$ cat src/rtl/seq_scan_pkg.sv
// Shared types and constants for the sequence-scanning arbiter and its
// serial "1011" detector.
package seq_scan_pkg;

  // Controller states for the arbiter front end.
  typedef enum logic [1:0] {
    IDLE  = 2'd0,
    SHIFT = 2'd1,
    DRAIN = 2'd2,
    DONE  = 2'd3
  } ctrl_state_t;

  // Detector states: Sn means the last n bits match the first n bits of "1011".
  typedef enum logic [2:0] {
    S0 = 3'd0,
    S1 = 3'd1,
    S2 = 3'd2,
    S3 = 3'd3,
    S4 = 3'd4
  } det_state_t;

  // Length of the detected pattern "1011".
  localparam int PAT_LEN = 4;

endpackage

$ cat src/rtl/seq1011_det.sv
// Moore detector for the overlapping serial pattern "1011".
// A clear returns it to S0 and wins over enable; with enable low it holds.
module seq1011_det
  import seq_scan_pkg::*;
(
  input  logic clk,
  input  logic reset,
  input  logic clear,
  input  logic en,
  input  logic bit_in,
  output logic match
);

  det_state_t state;
  det_state_t state_next;

  // State register: reset and clear go to S0, otherwise advance only when enabled.
  always_ff @(posedge clk) begin
    // NOTE: sequential state uses non-blocking assignments so every flop samples pre-edge values.
    if (reset) begin
      state <= S0;
    end else if (clear) begin
      state <= S0;
    end else if (en) begin
      state <= state_next;
    end
  end

  // Next-state function of the overlapping "1011" recogniser.
  always_comb begin
    // NOTE: a default assigned first keeps this block free of inferred latches.
    state_next = S0;
    unique case (state)
      S0:      state_next = bit_in ? S1 : S0;
      S1:      state_next = bit_in ? S1 : S2;
      S2:      state_next = bit_in ? S3 : S0;
      S3:      state_next = bit_in ? S4 : S2;
      S4:      state_next = bit_in ? S1 : S2;
      default: state_next = S0;
    endcase
  end

  assign match = (state == S4);

endmodule

$ cat src/rtl/seq_scan_arbiter.sv
// Round-robin front end sharing one serial "1011" detector between two
// word-wide requesters. Each accepted frame is shifted MSB-first, matches
// within that frame are counted, and the count plus requester ID are
// returned on a valid/ready result channel.
module seq_scan_arbiter
  import seq_scan_pkg::*;
#(
  parameter int DATA_W = 16,
  parameter int CNT_W  = 5
) (
  input  logic              clk,
  input  logic              reset,
  input  logic              req0_valid,
  input  logic [DATA_W-1:0] req0_data,
  output logic              req0_ready,
  input  logic              req1_valid,
  input  logic [DATA_W-1:0] req1_data,
  output logic              req1_ready,
  output logic              res_valid,
  input  logic              res_ready,
  output logic [CNT_W-1:0]  res_count,
  output logic              res_id,
  output logic              busy
);

  localparam int IDX_W = $clog2(DATA_W);
  localparam logic [IDX_W-1:0] LAST_IDX = IDX_W'(DATA_W - 1);

  ctrl_state_t       state;
  ctrl_state_t       state_next;
  logic [DATA_W-1:0] shreg;
  logic [IDX_W-1:0]  bit_idx;
  logic [CNT_W-1:0]  count;
  logic              id_q;
  logic              last_grant;
  logic              grant0;
  logic              grant1;
  logic              det_clear;
  logic              det_en;
  logic              det_match;

  // Round-robin grant: a lone requester always wins, a tie goes to the one not served last.
  always_comb begin
    grant0 = req0_valid && (!req1_valid || last_grant);
    grant1 = req1_valid && (!req0_valid || !last_grant);
  end

  // Controller state register.
  always_ff @(posedge clk) begin
    if (reset) begin
      state <= IDLE;
    end else begin
      state <= state_next;
    end
  end

  // Next state and controller outputs; detector is cleared on the accept edge.
  always_comb begin
    state_next = state;
    req0_ready = 1'b0;
    req1_ready = 1'b0;
    res_valid  = 1'b0;
    det_clear  = 1'b0;
    det_en     = 1'b0;
    unique case (state)
      IDLE: begin
        req0_ready = grant0;
        req1_ready = grant1;
        if (grant0 || grant1) begin
          det_clear  = 1'b1;
          state_next = SHIFT;
        end
      end
      SHIFT: begin
        det_en = 1'b1;
        if (bit_idx == LAST_IDX) state_next = DRAIN;
      end
      DRAIN: begin
        state_next = DONE;
      end
      DONE: begin
        res_valid = 1'b1;
        if (res_ready) state_next = IDLE;
      end
      default: state_next = IDLE;
    endcase
  end

  // Frame datapath: capture on accept, shift during SHIFT, count matches
  // lagging one bit behind the shifter (DRAIN catches the final bit).
  always_ff @(posedge clk) begin
    if (reset) begin
      shreg      <= '0;
      bit_idx    <= '0;
      count      <= '0;
      id_q       <= 1'b0;
      last_grant <= 1'b1;
    end else begin
      unique case (state)
        IDLE: begin
          if (grant0 || grant1) begin
            shreg      <= grant1 ? req1_data : req0_data;
            id_q       <= grant1;
            last_grant <= grant1;
            count      <= '0;
            bit_idx    <= '0;
          end
        end
        SHIFT: begin
          shreg   <= {shreg[DATA_W-2:0], 1'b0};
          bit_idx <= bit_idx + IDX_W'(1);
          if ((bit_idx != '0) && det_match) count <= count + CNT_W'(1);
        end
        DRAIN: begin
          if (det_match) count <= count + CNT_W'(1);
        end
        default: ;
      endcase
    end
  end

  seq1011_det u_det (
    .clk    (clk),
    .reset  (reset),
    .clear  (det_clear),
    .en     (det_en),
    .bit_in (shreg[DATA_W-1]),
    .match  (det_match)
  );

  assign res_count = count;
  assign res_id    = id_q;
  assign busy      = (state != IDLE);

endmodule

$ cat config.mk
export PLATFORM = sky130hd
export DESIGN_NAME = seq_scan_arbiter
export DESIGN_NICKNAME = d
export VERILOG_FILES = /design/src/rtl/seq_scan_pkg.sv /design/src/rtl/seq1011_det.sv /design/src/rtl/seq_scan_arbiter.sv
export SDC_FILE = /design/constraint.sdc
export NUM_CORES = 1
export LEC_CHECK = 0
export ABC_CLOCK_PERIOD_IN_PS = 2300
export CORE_MARGIN = 2
export CORE_UTILIZATION = 38
export DETAILED_ROUTE_END_ITERATION = 6
export HOLD_SLACK_MARGIN = 0.12
export PLACE_DENSITY = 0.64
export SLEW_MARGIN = 10
export SYNTH_ARGS = -nofsm -noshare
export SYNTH_HDL_FRONTEND = slang
export SYNTH_SLANG_ARGS = --single-unit
$ cat constraint.sdc
create_clock -name clk -period 2.3 [get_ports clk]
set_clock_uncertainty 0.2 [all_clocks]
set_input_delay 0.69 -clock clk [delete_from_list [all_inputs] [get_ports clk]]
set_output_delay 0.69 -clock clk [all_outputs]
set_load 0.005 [all_outputs]
==> impl_metrics.json <==
{
  "seqCellArea_sq_um": 643,
  "synth_cell_types": 41,
  "peakVddDrop_mv": 0.634,
  "start_util": 0.397,
  "finish.utilization": 0.582,
  "finalWorstSetupSlack_ns": 0.0728,
  "ys.flop_type": "dfxtp_1",
  "layout-drive-gt1-share": 0.164,
  "power.density_nw_per_um2": 1090,
  "place_inst": 312,
  "synth-edff-count": 0,
  "cp_num_buf_inv": 3,
  "stdcell_count": 321,
  "vias": 1634,
  "clock.fmax_mhz": 449,
  "synth_most_common_cell": "dfxtp_1",
  "h-tree-depth": 2,
  "yosys.area.top_type": "dfxtp_1",
  "yosys_warnings": 0,
  "hold_class": "reg -> reg",
  "place_ws_ns": -0.639,
  "vias_per_cell": 5.09,
  "gp_congestion": 0.705,
  "swShare": 0.347,
  "grt_first_pass_wirelength_um": 7150,
  "cts_tree": "built",
  "fill_cells": 408,
  "power_frac_clock": 0.209,
  "synth_top_area_share": 0.365,
  "p_seq_frac": 0.291,
  "rsz0062_at_grt": "true",
  "antenna_cells": 0,
  "synthesis.nets": 249,
  "clk_pin_slew_ns": 0.06,
  "drt-met1-wl_um": 1940,
  "timing.hold.ws_ns": 0.280,
  "hold_viol_final": 0,
  "p_leak_nw": 1.05,
  "synth.area.top_cells": "dfxtp_1, mux2i_1, a22o_1",
  "crit_chain": "clkbuf_2, a21boi_4, nand2_2, inv_1, clkdlybuf4s15_2",
  "wl_per_cell_um": 12.8,
  "multi_input_area_sq_um": 1060,
  "hpwl_um": 3150,
  "setup_violations": 0,
  "worst-path-max-fanout": 4,
  "post-route-drc-count": 0,
  "comb_power_share": 0.499,
  "ant_nets": 0,
  "die_w_um": 71.9,
  "async_flop_share": 0,
  "ys_seq_area_frac": 0.365,
  "fin_area_sq_um": 2570,
  "outcome": "completed",
  "clkLatencyLatePin_ns": 0.28,
  "tightestPinTransition_ns": 0.575,
  "start_kind": "primary input",
  "area_delta_synth_final_pct": 46.4,
  "synth_seq_cells": 32,
  "antenna_found_initial": 0,
  "finalSetupTns_ns": 0,
  "grt_usage": 0.176,
  "core_area_sq_um": 4410,
  "period_needed_ns": 2.23,
  "grt_pass1_vias": 1558,
  "rows": 24,
  "power_switching_mw": 0.972,
  "cp.required_ns": 1.41,
  "drv_slew": 0,
  "port-buffer-count": 46,
  "maxCapViolations": 0,
  "fin_total_pwr_mw": 2.80,
  "die_h_um": 71.9,
  "top_layer_used": "met4",
  "dr.first_iter.drc_count": 116,
  "fin_nets": 312,
  "synthTopCellsByCount": "dfxtp_1, nand2_1, o21ai_0",
  "min_period_over_period": 0.968,
  "pin_count": 47,
  "root_buffer": "clkbuf_8",
  "clock_sinks": 32,
  "met3_length_um": 284,
  "synth.avg_cell_area_sq_um": 8.56,
  "arrival_ns": 1.34,
  "detail_route.wirelength_um": 4120,
  "wl_met2_um": 1850,
  "die_area_sq_um": 5180,
  "placed_area_sq_um": 2410,
  "max_slew_margin": 0.617,
  "numCtsBuffers": 5,
  "crit_path_end_kind": "primary output",
  "slowest_delay_ns": 0.20,
  "grt_max_degree": 32,
  "grt-ovfl-total": 0,
  "cp_slowest_cell": "clkdlybuf4s15_2",
  "internal_power_mw": 1.83,
  "crit_family": "buffers and inverters",
  "syn-cell-area_sq_um": 1750,
  "clockBufferDepth": 2,
  "synthCells": 205,
  "drt-pass1-iter-count": 4,
  "crit_type": "in -> out"
}
layer usage:
layer  global-route usage  vias to the layer above
met5                    0                        -
met4               0.0629                        0
met3               0.0542                        4
met2                0.267                       44
met1                0.238                      730
li1                     -                      856
worst register-to-register path: cells and delay by family (launching register included):
family / cells / cell delay (ns)
AOI/OAI and AO/OA: 2 / 0.40
buffers and inverters: 2 / 0.35
DFF: 1 / 0.32
and+or+nand+nor: 1 / 0.27
adders and majority gates: 1 / 0.23
muxes: 1 / 0.18
layout by cell type (no fill, tap or decap), types with 2 or more instances in the layout:
master / count
nor3b_1: 2
and3_1: 2
dfxtp_1: 30
nand2_1: 23
clkbuf_8: 7
nand2b_1: 5
a21oi_1: 10
ha_4: 2
nand3b_1: 3
ha_1: 5
inv_1: 10
o21ai_0: 20
a22o_1: 15
buf_4: 22
nor2b_1: 3
clkdlybuf4s50_1: 40
nand3_1: 7
dfxtp_2: 2
nor2_1: 10
or3b_1: 2
mux2i_1: 17
clkbuf_2: 2
a211oi_1: 2
path summary, 6_finish.rpt:
check	slack, ns	to	cells past startpoint	from
setup reg to reg	0.23	res_count[3]$_SDFFE_PP0P_	7	state[0]$_SDFFE_PP0P_
hold / removal	0.28	shreg[0]$_SDFFE_PP0P_	2	shreg[0]$_SDFFE_PP0P_
hold reg to reg	0.28	shreg[0]$_SDFFE_PP0P_	2	shreg[0]$_SDFFE_PP0P_
setup / recovery	0.07	req1_ready	5	req0_valid
registers in the layout (all words and copies together), names as in the netlist:
register / flops
shreg: 16
res_count: 5
bit_idx: 4
u_det.state: 3
state: 2
last_grant: 1
res_id: 1
timing repair:
| action | 4_1_cts | 5_1_grt |
|---|---|---|
| resized for setup | 13 | 10 |
| setup endpoints to repair | 19 | 3 |
| pin swaps | 2 | 1 |
| hold buffers | 0 | 0 |
| setup buffers | 1 | 0 |
power groups by stage:
stage                     combinational, mW  clock [mW]  sequential (mW)
after floorplan                       0.808           0            0.808
after global placement                 1.35           0            0.818
after detailed placement               1.37           0            0.823
after CTS                              1.38       0.603            0.812
after global routing                   1.58       0.626            0.841
final                                  1.40       0.587            0.817
area by class of cell:
class                   count  share of cell area
inverters                  10              0.0146
multi-input cells         150               0.414
well taps                  52              0.0253
repair buffers             69               0.247
flip-flops and latches     32               0.250
clock inverters             1              0.0117
clock buffers               7              0.0375
logic make-up (layout without fill, tap and decap cells):
logic type	after synthesis	count (layout)	share of synthesized area
AOI/OAI and AO/OA	60	60	0.241
muxes	17	17	0.0970
DFF	32	32	0.365
adders and majority gates	7	7	0.0499
and+or+nand+nor	66	66	0.195
buffers and inverters	23	87	0.0514
(Power assumes the default switching activity.)
